`src/rtl/prog_loader.sv`:
```
// Serial bootloader: receives a framed 8N1 program image, writes it into
// program memory and releases the CPU once the checksum verifies.
module prog_loader #(
    parameter int unsigned CLKS_PER_BIT = 16,
    parameter logic [7:0]  SYNC_BYTE    = 8'hA5
) (
    input  logic        clk,
    input  logic        reset,
    input  logic        rx_in,
    output logic [11:0] mem_addr,
    output logic [7:0]  mem_data,
    output logic        mem_we,
    output logic        cpu_hold,
    output logic        done,
    output logic        err,
    output logic [11:0] byte_count
);

    localparam int unsigned CNT_W   = $clog2(CLKS_PER_BIT);
    localparam int unsigned HALF_M1 = CLKS_PER_BIT / 2 - 1;
    localparam int unsigned FULL_M1 = CLKS_PER_BIT - 1;

    typedef enum logic [1:0] {
        RX_IDLE,
        RX_START,
        RX_DATA,
        RX_STOP
    } rx_state_e;

    typedef enum logic [2:0] {
        S_WAIT_SYNC,
        S_LEN_HI,
        S_LEN_LO,
        S_DATA,
        S_CSUM,
        S_DONE,
        S_ERR
    } state_e;

    // ------------------------------------------------------------------
    // UART receiver
    // ------------------------------------------------------------------
    logic             rx_meta_q, rx_sync_q, rx_prev_q;
    rx_state_e        rx_state_q, rx_state_d;
    logic [CNT_W-1:0] clk_cnt_q, clk_cnt_d;
    logic [2:0]       bit_idx_q, bit_idx_d;
    logic [7:0]       shift_q, shift_d;
    logic [7:0]       rx_byte_q, rx_byte_d;
    logic             byte_valid_q, byte_valid_d;
    logic             frame_err_q, frame_err_d;

    // Two-flop synchronizer plus one delay stage for falling-edge detection
    always_ff @(posedge clk or negedge reset) begin
        if (!reset) begin
            rx_meta_q <= 1'b1;
            rx_sync_q <= 1'b1;
            rx_prev_q <= 1'b1;
        end else begin
            rx_meta_q <= rx_in;
            rx_sync_q <= rx_meta_q;
            rx_prev_q <= rx_sync_q;
        end
    end

    // Receiver state and bit-timing registers
    always_ff @(posedge clk or negedge reset) begin
        if (!reset) begin
            rx_state_q   <= RX_IDLE;
            clk_cnt_q    <= '0;
            bit_idx_q    <= '0;
            shift_q      <= '0;
            rx_byte_q    <= '0;
            byte_valid_q <= 1'b0;
            frame_err_q  <= 1'b0;
        end else begin
            rx_state_q   <= rx_state_d;
            clk_cnt_q    <= clk_cnt_d;
            bit_idx_q    <= bit_idx_d;
            shift_q      <= shift_d;
            rx_byte_q    <= rx_byte_d;
            byte_valid_q <= byte_valid_d;
            frame_err_q  <= frame_err_d;
        end
    end

    // Receiver next state: half-bit start recheck, then full-bit sample spacing
    always_comb begin
        rx_state_d   = rx_state_q;
        clk_cnt_d    = clk_cnt_q;
        bit_idx_d    = bit_idx_q;
        shift_d      = shift_q;
        rx_byte_d    = rx_byte_q;
        byte_valid_d = 1'b0;
        frame_err_d  = 1'b0;
        unique case (rx_state_q)
            RX_IDLE: begin
                if (rx_prev_q && !rx_sync_q) begin
                    rx_state_d = RX_START;
                    clk_cnt_d  = '0;
                end
            end
            RX_START: begin
                if (clk_cnt_q == CNT_W'(HALF_M1)) begin
                    clk_cnt_d = '0;
                    bit_idx_d = '0;
                    // A high line at mid-start is a glitch, not a byte
                    rx_state_d = rx_sync_q ? RX_IDLE : RX_DATA;
                end else begin
                    clk_cnt_d = clk_cnt_q + CNT_W'(1);
                end
            end
            RX_DATA: begin
                if (clk_cnt_q == CNT_W'(FULL_M1)) begin
                    clk_cnt_d = '0;
                    shift_d   = {rx_sync_q, shift_q[7:1]};
                    if (bit_idx_q == 3'd7) begin
                        rx_state_d = RX_STOP;
                    end else begin
                        bit_idx_d = bit_idx_q + 3'd1;
                    end
                end else begin
                    clk_cnt_d = clk_cnt_q + CNT_W'(1);
                end
            end
            RX_STOP: begin
                if (clk_cnt_q == CNT_W'(FULL_M1)) begin
                    clk_cnt_d  = '0;
                    rx_state_d = RX_IDLE;
                    if (rx_sync_q) begin
                        byte_valid_d = 1'b1;
                        rx_byte_d    = shift_q;
                    end else begin
                        frame_err_d = 1'b1;
                    end
                end else begin
                    clk_cnt_d = clk_cnt_q + CNT_W'(1);
                end
            end
            default: rx_state_d = RX_IDLE;
        endcase
    end

    // ------------------------------------------------------------------
    // Frame parser and memory writer
    // ------------------------------------------------------------------
    state_e      state_q, state_d;
    logic [11:0] len_q, len_d;
    logic [11:0] byte_count_q, byte_count_d;
    logic [11:0] mem_addr_q, mem_addr_d;
    logic [7:0]  mem_data_q, mem_data_d;
    logic        mem_we_q, mem_we_d;
    logic [7:0]  sum_q, sum_d;
    logic        done_q, done_d;
    logic        err_q, err_d;
    logic        cpu_hold_q, cpu_hold_d;
    logic        is_sync;
    logic [11:0] len_full;

    assign is_sync  = byte_valid_q && (rx_byte_q == SYNC_BYTE);
    assign len_full = {len_q[11:8], rx_byte_q};

    // Frame FSM state and output registers
    always_ff @(posedge clk or negedge reset) begin
        if (!reset) begin
            state_q      <= S_WAIT_SYNC;
            len_q        <= '0;
            byte_count_q <= '0;
            mem_addr_q   <= '0;
            mem_data_q   <= '0;
            mem_we_q     <= 1'b0;
            sum_q        <= '0;
            done_q       <= 1'b0;
            err_q        <= 1'b0;
            cpu_hold_q   <= 1'b1;
        end else begin
            state_q      <= state_d;
            len_q        <= len_d;
            byte_count_q <= byte_count_d;
            mem_addr_q   <= mem_addr_d;
            mem_data_q   <= mem_data_d;
            mem_we_q     <= mem_we_d;
            sum_q        <= sum_d;
            done_q       <= done_d;
            err_q        <= err_d;
            cpu_hold_q   <= cpu_hold_d;
        end
    end

    // Frame FSM next state; writes take two cycles (strobe, then advance)
    always_comb begin
        state_d      = state_q;
        len_d        = len_q;
        byte_count_d = byte_count_q;
        mem_addr_d   = mem_addr_q;
        mem_data_d   = mem_data_q;
        mem_we_d     = 1'b0;
        sum_d        = sum_q;
        unique case (state_q)
            S_WAIT_SYNC, S_ERR: begin
                if (is_sync) begin
                    state_d      = S_LEN_HI;
                    byte_count_d = '0;
                    mem_addr_d   = '0;
                    sum_d        = '0;
                end
            end
            S_LEN_HI: begin
                if (byte_valid_q) begin
                    if (rx_byte_q[7:4] != 4'd0) begin
                        state_d = S_ERR;
                    end else begin
                        len_d   = {rx_byte_q[3:0], 8'd0};
                        state_d = S_LEN_LO;
                    end
                end
            end
            S_LEN_LO: begin
                if (byte_valid_q) begin
                    len_d   = len_full;
                    state_d = (len_full == 12'd0) ? S_CSUM : S_DATA;
                end
            end
            S_DATA: begin
                if (mem_we_q) begin
                    byte_count_d = byte_count_q + 12'd1;
                    mem_addr_d   = mem_addr_q + 12'd1;
                    sum_d        = sum_q + mem_data_q;
                    if (byte_count_q + 12'd1 == len_q) begin
                        state_d = S_CSUM;
                    end
                end else if (byte_valid_q) begin
                    mem_we_d   = 1'b1;
                    mem_data_d = rx_byte_q;
                    mem_addr_d = byte_count_q;
                end
            end
            S_CSUM: begin
                if (byte_valid_q) begin
                    state_d = (rx_byte_q == sum_q) ? S_DONE : S_ERR;
                end
            end
            S_DONE: state_d = S_DONE;
            default: state_d = S_WAIT_SYNC;
        endcase
        // A framing error aborts anything short of a completed load
        if (frame_err_q && state_q != S_DONE) begin
            state_d = S_ERR;
        end
        done_d     = (state_d == S_DONE);
        err_d      = (state_d == S_ERR);
        cpu_hold_d = (state_d != S_DONE);
    end

    assign mem_addr   = mem_addr_q;
    assign mem_data   = mem_data_q;
    assign mem_we     = mem_we_q;
    assign cpu_hold   = cpu_hold_q;
    assign done       = done_q;
    assign err        = err_q;
    assign byte_count = byte_count_q;

endmodule

```
`config.mk`:
```
export PLATFORM = sky130hd
export DESIGN_NAME = prog_loader
export DESIGN_NICKNAME = d
export VERILOG_FILES = /design/src/rtl/prog_loader.sv
export SDC_FILE = /design/constraint.sdc
export NUM_CORES = 1
export LEC_CHECK = 0
export CORE_MARGIN = 4
export CORE_UTILIZATION = 42
export DETAILED_ROUTE_END_ITERATION = 8
export SLEW_MARGIN = 30
export SYNTH_ARGS = -nofsm -noshare
export SYNTH_HDL_FRONTEND = slang
export SYNTH_SLANG_ARGS = --single-unit
```
`constraint.sdc`:
```
create_clock -name clk -period 4.98 [get_ports clk]
set_input_delay 0.996 -clock clk [delete_from_list [all_inputs] [get_ports clk]]
set_output_delay 0.996 -clock clk [all_outputs]
set_load 0.02 [all_outputs]
```
# After elaboration in Yosys (flattened, before gate mapping)
# Cells that the tools add are included.
[op_classes] add_sub_neg=5 eq_ne=31 muxes=48 bitwise=3 n_reduce_logical=22
[op_table] op="$mux W12" n=6
[op_table] op="$pmux W12 S2" n=3
[op_table] op="$mux W3" n=12
[op_table] op="$add A12 B1 Y12 const B" n=2
[op_table] op="$mux W8" n=3
[op_table] op="$ne A2 B2 Y1 const B" n=11
[op_table] op="$eq A3 B3 Y1 const B" n=6
[op_table] op="$pmux W3 S6" n=1
[op_table] op="$pmux W8 S2" n=1
[op_table] op="$mux W2" n=7
[op_table] op="$eq A12 B12 Y1" n=1
[op_table] op="$logic_not A12 Y1" n=1
[op_table] op="$mux W4" n=3
[op_table] op="$pmux W4 S3" n=1
[op_table] op="$reduce_and A3 Y1" n=4
[op_table] op="$reduce_and A4 Y1" n=3
[op_table] op="$mux W1" n=9
[op_table] op="$ne A3 B3 Y1 const B" n=3
[op_table] op="$add A8 B8 Y8" n=1
[op_table] op="$eq A8 B8 Y1" n=1
[op_table] op="$eq A8 B8 Y1 const B" n=1
[op_table] op="$pmux W2 S4" n=1
[op_table] op="$eq A3 B2 Y1 const B" n=2
[op_table] op="$pmux W3 S2" n=1
[op_table] op="17 further kinds" n=25
[word_totals] ff_bits=89 output_inout_bits=36 wordCells=130

# Depth between registers and ports, before layout
# Gate-level depths: netlist of run 1.
[logic_depth] depth_word=7 depth_mapped=10

# Least setup slack after synthesis of run 1
# OpenSTA, ideal clock, no wires.
[synth_timing] kind="register -> register" start="register byte_count_q[0], in the netlist byte_count[0]" end="register done_q, in the netlist done" setup_ns=0.068 arrival_time_ns=2.354 required_time_ns=4.912 slack_ns=2.558 path_stages_with_launch=10 n_path_buf=0 synth_period_minus_slack_ns=2.422 cell_sequence="dfrtp_1 -> ha_1 -> nand3_1 -> a22oi_1 -> nand4_1 -> nor4_1 -> o2111ai_1 -> o41a_1 -> inv_2 -> and4b_1"
[synth_between] elab_chain_cells=7
[synth_rtl] element="start: declaration" line_no="148" rtl="logic [11:0] byte_count_q, byte_count_d;"
[synth_rtl] element="start signal: assignment" line_no="178" rtl="byte_count_q <= byte_count_d;"
[synth_rtl] element="$add A12 B1 Y12" line_no="228" rtl="if (byte_count_q + 12'd1 == len_q) begin"
[synth_rtl] element="$eq A12 B12 Y1" line_no="228"
[synth_rtl] element="$mux W3" line_no="228"
[synth_rtl] element="$mux W3" line_no="224" rtl="if (mem_we_q) begin"
[synth_rtl] element="$pmux W3 S6" line_no="198" rtl="unique case (state_q)"
[synth_rtl] element="$mux W3" line_no="246" rtl="if (frame_err_q && state_q != S_DONE) begin"
[synth_rtl] element="named net state_d[2]" line_no="146" rtl="state_e state_q, state_d;"
[synth_rtl] element="$eq A3 B3 Y1" line_no="249" rtl="done_d = (state_d == S_DONE);"
[synth_rtl] element="named net done_d" line_no="153" rtl="logic done_q, done_d;"
[synth_rtl] element="end signal: assignment" line_no="183" rtl="done_q <= done_d;"
[synth_rtl] element="end: declaration" line_no="153"
# The timed path passes the listed nets, and every way through them passes these cells.
# A chain may end at the register's enable or synchronous reset.

# Final worst setup path of run 1
[layout_timing] start="register mem_we_q, in the netlist mem_we" end="output port mem_we"
[layout_rtl] element="start: declaration" line_no="151" rtl="logic mem_we_q, mem_we_d;"
[layout_rtl] element="start signal: assignment" line_no="181" rtl="mem_we_q <= mem_we_d;"
[layout_rtl] element="end: declaration" line_no="12" rtl="output logic mem_we,"
# No word-level cell between the ends.

==> results of run 1 <==
## per-stage QoR
| step | worst slack, ns | cell area [um^2] | total power [mW] | cells |
|---|---|---|---|---|
| floorplan | 2.56 | 5010 | 1.02 | 538 |
| global placement | 2.40 | 5460 | 1.07 | 696 |
| detailed placement | 2.29 | 5460 | 1.08 | 696 |
| CTS | 2.22 | 5750 | 1.77 | 712 |
| global route | 1.93 | 5760 | 1.84 | 712 |
| finish | 2.24 | 5760 | 1.76 | 712 |
## cells in the mapped netlist (all sizes together), types with 2 or more instances
master	n	area, um^2
o21bai	2	15.0
nand3b	3	22.5
nand4	10	62.6
dfrtp	85	2130
inv	23	86.3
a311oi	2	17.5
or3	2	12.5
mux2	18	203
clkinv	2	7.51
nand2	66	248
ha	13	163
a31oi	6	37.5
xor2	12	105
and3	10	68.8
and2	4	26.3
o31ai	3	22.5
o2bb2ai	8	70.1
a21oi	26	130
nor3b	5	48.8
o211ai	4	30.0
a22oi	8	60.1
a22o	6	52.6
buf	6	36.3
clkbuf	21	109
xnor2	14	123
a21o	4	30.0
dfstp	4	105
o21ai	56	280
mux2i	5	50.1
o22ai	6	37.5
and4	3	27.5
a2111oi	2	23.8
a211o	2	18.8
nand3	30	150
nor4	5	31.3
nor3	7	35.0
nor2	30	113
o21a	3	22.5
nand2b	2	12.5
## layer usage
metal  vias up  part of all wire  track usage
met5         -                 0            0
met3        31             0.041       0.0303
li1       2002                 -            -
met1      2030              0.48        0.256
met4         0             0.031       0.0971
met2       116              0.45        0.283
## worst max path at each step
stage	startpoint	endpoint	slack, ns	depth (start not counted)
after floorplan	byte_count[0]	done	2.56	9
after global placement	byte_count[0]	done	2.40	9
after detailed placement	byte_count[0]	done	2.29	9
after CTS	mem_we	mem_we	2.22	1
after global routing	byte_count[0]	err	1.93	8
final	mem_we	mem_we	2.24	1
## registers in the layout (all words and copies together) (netlist names), 3 cells and up, named ones only
signal,cells
mem_addr,12
clk_cnt_q,4
mem_data,8
rx_byte_q,8
sum_q,8
len_q,12
byte_count,12
state_q,3
shift_q,8
bit_idx_q,3
## logic make-up (layout without fill, tap and decap cells)
group / Yosys count / in the layout / synth area share
AOI/OAI and AO/OA: 149 / 149 / 0.190
xor gates and xnor gates: 26 / 26 / 0.0454
adders and majority gates: 14 / 14 / 0.0364
buffers and inverters: 52 / 83 / 0.0477
DFF: 89 / 89 / 0.445
muxes: 23 / 23 / 0.0504
and+or+nand+nor: 185 / 185 / 0.185
## power by group through the flow
stage	combinational [mW]	clock, mW	sequential, mW
2_1_floorplan	0.213	0	0.808
3_3_place_gp	0.228	0	0.843
3_5_place_dp	0.238	0	0.845
4_1_cts	0.240	0.699	0.834
5_1_grt	0.274	0.724	0.843
6_report	0.237	0.686	0.834
## final cells by class
class | count | area, um^2 | share of cell area
Multi-Input combinational cell | 397 | 2550 | 0.442
Timing Repair Buffer | 42 | 408 | 0.0708
Sequential cell | 89 | 2230 | 0.388
Clock inverter | 5 | 55.1 | 0.00956
Clock buffer | 11 | 243 | 0.0422
Inverter | 25 | 93.8 | 0.0163
Tap cell | 143 | 179 | 0.0311
==> run_results.csv, run 1 <==
group,metric,value,unit
power_and_ir_drop,p_switching,0.496,mW
power_and_ir_drop,clock_power_share,0.391,
sta,fmax,364,MHz
power_and_ir_drop,power.internal,1.26,mW
logic_synthesis,synth_seq_cells,89,
sta,relSlewSlack,0.469,
worst_hold_path,hold_class,"register to register",
worst_setup_path,cp_slowest_cell,"clkdlybuf4s50_1",
sta,fin_crit,2.74,ns
worst_setup_path,crit_type,"register to output port",
sta,hold_violations,0,
cts,clk_latency,0.35,ns
cts,cts.repair.resized,0,
worst_setup_path,crit_chain,"clkdlybuf4s50_1",
routing,drcViolationCount,0,
floorplanning,start_util,0.434,
layout,mostFrequentLayoutCells,"dfrtp_1 (85), nand2_1 (66), o21ai_0 (56)",
sta,setup_viol,0,
worst_setup_path,r2r_cells,9,
layout,areaGrowthSynthToFinish,14.8,%
logic_synthesis,synth_cell_types,69,
worst_setup_path,crit_path_start_kind,"register",
power_and_ir_drop,swShare,0.282,
sta,period_share,0.551,
logic_synthesis,yosysSeqAreaShare,0.445,
status,outcome,"finished, final reports clean",
layout,final_common_cell,"dfrtp_1",
logic_synthesis,synth_warnings,0,
power_and_ir_drop,pwr-share-seq,0.474,
floorplanning,ios,39,
cts,cts_setup_buffers,0,
placement,io_buffers,38,
layout,drive_gt1_frac,0.100,
floorplanning,core.rowCount,39,
worst_setup_path,worst-path-max-fanout,13,
sta,fin_skew,0.00562,ns
sta,rsz0062_at_grt,"false",
worst_hold_path,hold_start,"rx_meta_q",
cts,cts-root-buf,"clkbuf_16",
cts,h-tree-depth,3,
routing,wl_per_cell,17.2,um
placement,place.gp.congestion,0.853,
logic_synthesis,syn_area_per_cell,9.32,um^2
worst_setup_path,crit_buf_inv,1,
layout,diodes,0,
worst_setup_path,crit_required,3.98,ns
logic_synthesis,synth-main-ff-cell,"dfrtp_1",
routing,drt_iter0_drc,249,
cts,postCtsHoldBufs,0,
layout,final.fill_count,1089,
floorplanning,die-width,117,um
power_and_ir_drop,ir_drop,0.203,mV
power_and_ir_drop,combPwrFrac,0.135,
logic_synthesis,async_reset_ff_frac,1.00,
worst_setup_path,cp_data_arrival_time,1.75,ns
cts,cts_buffer_depth,2,
grt,grt_pass1_wl,19900,um
floorplanning,core,11600,um^2
routing,first_pass_iters,5,
grt,globalRouteTotalUtil,0.186,
worst_setup_path,rr_startpoint,"byte_count[0]",
worst_setup_path,r2r_slack,2.26,ns
grt,grt_pass1_vias,3953,
cts,clkSlewWorstSetupHoldPaths,0.06,ns
layout,final_nets,581,
logic_synthesis,syn_nets,555,
routing,post_drt_via_cell_ratio,5.87,
sta,fin_tns_setup,0,ns
floorplanning,die-area,13800,um^2
logic_synthesis,synthesis.area,5010,um^2
placement,place.detailed.hpwl,8430,um
grt,grt_max_degree,50,
cts,cts_tree,"done",
logic_synthesis,synth_edf_count,0,
sta,worst_pin_slew,0.796,ns
grt,overflow,0,
cts,clock-sinks,89,
floorplanning,fp.dieH,117,um
cts,numCtsBuffers,9,
layout,fin_util,0.498,
grt,grt_antenna_before_repair,0,
worst_setup_path,slowest_delay,0.71,ns
job,maxCapViolations,0,
sta,drv_slew,0,
power_and_ir_drop,p_leak,2.52,nW
routing,dr_total_vias,4179,
worst_setup_path,worst_path_dominant_cell_family,"buffers and inverters",
worst_setup_path,crit_path_end_kind,"output port",
sta,whs,0.356,ns
power_and_ir_drop,power.density,305,nW/um^2
logic_synthesis,synth_cells,538,
worst_setup_path,reg2reg_to,"done",
routing,postRouteAntennaNets,0,
worst_hold_path,min_to,"rx_sync_q",
routing,finalWirelength,12200,um
worst_hold_path,holdPathStages,0,
No activity file was read; power rests on OpenSTA's default activity.
==> run 2, diff against run 1 <==
==> constraint.sdc (replaced) <==
create_clock -name clk -period 2.2 [get_ports clk]
set_input_delay 0.44 -clock clk [delete_from_list [all_inputs] [get_ports clk]]
set_output_delay 0.44 -clock clk [all_outputs]
set_load 0.02 [all_outputs]
==> run_results.csv, run 2 (same netlist as run 1, synthesis figures left out) <==
group,metric,value,unit
sta,period_share,1.01,
worst_setup_path,crit_path_end_kind,"register",
cts,cts-root-buf,"clkbuf_16",
cts,postCtsHoldBufs,0,
layout,diodes,0,
worst_setup_path,worst-path-max-fanout,5,
floorplanning,die-area,13800,um^2
sta,fin_skew,0.00898,ns
sta,hold_violations,0,
routing,highest_layer,"met4",
worst_setup_path,slowest_delay,0.45,ns
worst_setup_path,r2r_slack,-0.03,ns
worst_setup_path,r2r_cells,8,
routing,drt_iter0_drc,280,
floorplanning,die-width,117,um
layout,final.fill_count,1037,
layout,final_nets,658,
layout,mostFrequentLayoutCells,"buf_4 (79), dfrtp_1 (76), nand2_1 (66)",
cts,clkSlewWorstSetupHoldPaths,0.07,ns
sta,relSlewSlack,0.594,
routing,drcViolationCount,0,
routing,finalWirelength,13000,um
grt,overflow,0,
grt,grt_antenna_before_repair,0,
worst_setup_path,crit_buf_inv,1,
layout,areaGrowthSynthToFinish,29.0,%
worst_setup_path,crit_chain,"nand4_1 > buf_4 > nor2_4 > nor2_1 > nor4_2 > o2111ai_2 > o41a_1 > a311oi_2",
cts,h-tree-depth,3,
placement,io_buffers,38,
grt,globalRouteTotalUtil,0.203,
sta,fin_tns_setup,-0.0406,ns
floorplanning,core,11600,um^2
status,violations,"setup timing",
power_and_ir_drop,p_leak,2.93,nW
routing,postRouteAntennaNets,0,
layout,fin_util,0.559,
power_and_ir_drop,ir_drop,0.559,mV
worst_setup_path,crit_type,"register to register",
grt,grt_pass1_wl,21600,um
worst_setup_path,crit_required,2.46,ns
worst_setup_path,crit_path_start_kind,"register",
floorplanning,fp.dieH,117,um
placement,place.gp.congestion,0.868,
cts,clock-sinks,89,
cts,cts_tree,"done",
status,outcome,"complete, but fails checks",
job,maxCapViolations,0,
power_and_ir_drop,power.density,626,nW/um^2
sta,worst_pin_slew,0.604,ns
routing,first_pass_iters,5,
floorplanning,ios,39,
placement,place.detailed.hpwl,9540,um
sta,drv_slew,0,
worst_setup_path,cp_data_arrival_time,2.48,ns
cts,clk_latency,0.35,ns
worst_setup_path,reg2reg_to,"err",
sta,fin_crit,2.23,ns
floorplanning,start_util,0.434,
worst_hold_path,hold_class,"input pin to async pin",
grt,grt_max_degree,42,
routing,wl_met1,6090,um
worst_setup_path,worst_path_dominant_cell_family,"compound AO/OA/AOI/OAI gates",
sta,fmax,449,MHz
sta,setup_viol,2,
sta,rsz0062_at_grt,"true",
routing,post_drt_via_cell_ratio,5.62,
sta,setup_ws,-0.0260,ns
routing,wl_met2,6080,um
cts,cts_buffer_depth,2,
layout,drive_gt1_frac,0.238,
worst_setup_path,rr_startpoint,"byte_count[7]",
routing,dr_total_vias,4435,
grt,grt_pass1_vias,4329,
routing,routed-wl-met3,623,um
cts,numCtsBuffers,9,
layout,final_common_cell,"buf_4",
routing,wl_per_cell,16.5,um
floorplanning,core.rowCount,39,
worst_setup_path,cp_slowest_cell,"dfrtp_1",
-- run 2: how the worst max path moves through the flow --
stage	start	end	cells past startpoint
final	byte_count[7]	err	8
after global routing	rx_byte_q[7]	done	8
after CTS	rx_byte_q[3]	done	8
after detailed placement	byte_count[1]	done	9
after global placement	byte_count[1]	done	9
after floorplan	byte_count[5]	done	9
-- run 2: layout make-up --
type / count / area [um^2] / area share
Multi-Input combinational cell: 397 / 2640 / 0.407
Sequential cell: 89 / 2240 / 0.347
Timing Repair Buffer: 119 / 1010 / 0.157
Clock buffer: 10 / 229 / 0.0354
Tap cell: 143 / 179 / 0.0277
Inverter: 25 / 93.8 / 0.0145
Clock inverter: 6 / 73.8 / 0.0114
-- run 2: repair_timing --
item / 4_1_cts / 5_1_grt
pin swaps: 7 / 4
gates resized for setup: 13 / 4
setup endpoints to repair: 4 / 6
setup buffers: 8 / 2
-- run 2: routing by layer --
| layer | track usage | up-vias |
|---|---|---|
| li1 | - | 2164 |
| met1 | 0.275 | 2140 |
| met2 | 0.316 | 109 |
| met3 | 0.0504 | 22 |
| met4 | 0.0719 | 0 |
| met5 | 0 | - |
-- run 2: per-stage QoR --
| stage | hold WS [ns] | total power [mW] | setup slack [ns] | std cells | instance area [um^2] |
|---|---|---|---|---|---|
| 3_3_place_gp | 0.347 | 2.47 | -0.0894 | 763 | 6020 |
| 2_1_floorplan | 0.144 | 2.31 | -0.00665 | 538 | 5060 |
| 4_1_cts | 0.0291 | 4.08 | -0.0231 | 787 | 6430 |
| 5_1_grt | 0.0397 | 4.27 | -0.147 | 789 | 6470 |
| 6_report | 0.0254 | 4.05 | -0.0260 | 789 | 6470 |
| 3_5_place_dp | 0.347 | 2.48 | -0.144 | 763 | 6020 |
-- run 2: power breakdown --
| group | leakage (nW) | switching (mW) | internal [mW] |
|---|---|---|---|
| Combinational | 1.59 | 0.347 | 0.254 |
| Sequential | 1.20 | 0.131 | 1.73 |
| Clock | 0.141 | 0.695 | 0.895 |
| Total | 2.93 | 1.17 | 2.88 |
==> run 3, diff against run 2 <==
--- a/config.mk
+++ b/config.mk
@@ -8,7 +8,7 @@
 export CORE_MARGIN = 4
 export CORE_UTILIZATION = 42
 export DETAILED_ROUTE_END_ITERATION = 8
-export SLEW_MARGIN = 30
+export SLEW_MARGIN = 20
 export SYNTH_ARGS = -nofsm -noshare
 export SYNTH_HDL_FRONTEND = slang
 export SYNTH_SLANG_ARGS = --single-unit
==> constraint.sdc (replaced) <==
create_clock -name clk -period 2.2 [get_ports clk]
set_input_delay 0.44 -clock clk [delete_from_list [all_inputs] [get_ports clk]]
set_output_delay 0.44 -clock clk [all_outputs]
set_load 0.005 [all_outputs]
==> run_results.csv, run 3 (same netlist as run 1, synthesis figures left out) <==
group,metric,value,unit
power_and_ir_drop,power.density,620,nW/um^2
worst_setup_path,crit_required,2.48,ns
sta,fmax,442,MHz
worst_setup_path,cp_slowest_cell,"dfrtp_1",
placement,io_buffers,38,
layout,fin_util,0.567,
worst_setup_path,r2r_cells,9,
layout,final-seq-area,2240,um^2
power_and_ir_drop,p_leak,2.96,nW
routing,post_drt_via_cell_ratio,5.67,
cts,postCtsHoldBufs,0,
layout,final_nets,663,
grt,grt_pass1_wl,22000,um
cts,clock-sinks,89,
layout,multiInputGateArea,2660,um^2
worst_setup_path,worst-path-max-fanout,4,
worst_setup_path,crit_chain,"buf_6 > xor2_2 > nor4_2 > buf_4 > nand4_1 > a221o_2 > a31oi_1 > o21a_1 > and4b_1",
routing,dr_total_vias,4500,
routing,drt_iter0_drc,229,
routing,finalWirelength,13400,um
grt,grt_antenna_before_repair,0,
sta,fin_crit,2.26,ns
floorplanning,core.rowCount,39,
cts,cts-root-buf,"clkbuf_16",
placement,pre_cts_slack,-0.193,ns
sta,relSlewSlack,0.602,
grt,grt_pass1_vias,4394,
sta,hold_violations,0,
cts,cts_tree,"done",
job,maxCapViolations,0,
routing,drcViolationCount,0,
worst_hold_path,hold_class,"input pin to async pin",
layout,diodes,0,
routing,wl_per_cell,16.8,um
cts,h-tree-depth,3,
sta,worst_pin_slew,0.592,ns
status,violations,"setup timing",
cts,cts_buffer_depth,2,
placement,place_area,6040,um^2
worst_setup_path,slowest_delay,0.41,ns
floorplanning,die-area,13800,um^2
floorplanning,fp.dieH,117,um
layout,final.fill_count,991,
worst_setup_path,crit_type,"register to register",
floorplanning,start_util,0.434,
routing,first_pass_iters,5,
worst_setup_path,reg2reg_to,"done",
cts,numCtsBuffers,9,
grt,overflow,0,
cts,clkSlewWorstSetupHoldPaths,0.06,ns
sta,rsz0062_at_grt,"true",
floorplanning,core,11600,um^2
routing,postRouteAntennaNets,0,
floorplanning,die-width,117,um
layout,final_area,6560,um^2
power_and_ir_drop,power,4.07,mW
sta,setup_viol,2,
sta,drv_slew,0,
grt,globalRouteTotalUtil,0.205,
layout,mostFrequentLayoutCells,"buf_4 (80), dfrtp_1 (78), nand2_1 (65)",
layout,final_common_cell,"buf_4",
layout,drive_gt1_frac,0.252,
cts,clk_latency,0.35,ns
grt,grt_max_degree,38,
worst_setup_path,crit_path_end_kind,"register",
worst_setup_path,rr_startpoint,"rx_byte_q[5]",
power_and_ir_drop,ir_drop,0.459,mV
sta,period_share,1.03,
placement,place.detailed.hpwl,9650,um
status,outcome,"complete, but fails checks",
placement,place.gp.congestion,0.870,
worst_setup_path,crit_path_start_kind,"register",
layout,areaGrowthSynthToFinish,30.8,%
floorplanning,ios,39,
sta,whs,0.0269,ns
sta,setup_ws,-0.0618,ns
sta,fin_skew,0.00550,ns
worst_setup_path,r2r_slack,-0.06,ns
worst_setup_path,cp_data_arrival_time,2.55,ns
[run 3: changes by cell type in the layout (fill, tap and decap cells not counted), sizes merged]
| cell | delta |
|---|---|
| clkinvlp | -1 |
| buf | +5 |
| clkinv | +1 |
| clkbuf | +2 |
| inv | -2 |
[run 3: routing by layer]
| layer | share of wire | vias to the layer above | wire length, um | GRT usage |
|---|---|---|---|---|
| li1 | - | 2178 | - | - |
| met1 | 0.48 | 2216 | 6380 | 0.282 |
| met2 | 0.47 | 92 | 6300 | 0.323 |
| met3 | 0.037 | 14 | 501 | 0.0324 |
| met4 | 0.014 | 0 | 184 | 0.0872 |
| met5 | 0 | - | 0 | 0 |
[run 3: final cells by class]
| type | count | area share |
|---|---|---|
| Multi-Input combinational cell | 397 | 0.406 |
| Sequential cell | 89 | 0.342 |
| Timing Repair Buffer | 124 | 0.164 |
| Clock buffer | 12 | 0.0391 |
| Tap cell | 143 | 0.0273 |
| Inverter | 25 | 0.0143 |
| Clock inverter | 4 | 0.00782 |
[run 3: worst max path at each step]
stage / slack, ns / endpoint / cells after the start / start
after floorplan: 0.006 / sum_q[7] / 8 / mem_data[1]
after global placement: -0.10 / done / 9 / byte_count[1]
after detailed placement: -0.19 / done / 9 / byte_count[1]
after CTS: -0.08 / done / 10 / byte_count[1]
after global routing: -0.18 / done / 9 / rx_byte_q[5]
final: -0.06 / done / 9 / rx_byte_q[5]
[run 3: worst max-delay path: cells and delay by family (launching register included)]
family | cells | cell delay, ns
compound gates | 3 | 0.79
simple gates | 3 | 0.52
xor+xnor | 1 | 0.17
buf+inv | 2 | 0.30
flops | 1 | 0.41
[run 3: stage by stage]
step	setup TNS, ns	instances
floorplan	0	538
global placement	-0.248	766
detailed placement	-0.587	766
CTS	-0.175	788
global route	-0.624	794
finish	-0.0916	794
[run 3: what timing repair did]
| item | 4_1_cts | 5_1_grt |
|---|---|---|
| pin swaps | 8 | 14 |
| endpoints found under the setup margin | 5 | 8 |
| buffers inserted | 6 | 6 |
| gates resized for setup | 19 | 11 |
[run 3: power breakdown]
| group | switching, mW | internal (mW) |
|---|---|---|
| logic | 0.336 | 0.262 |
| clock network | 0.649 | 0.943 |
| registers | 0.147 | 1.73 |
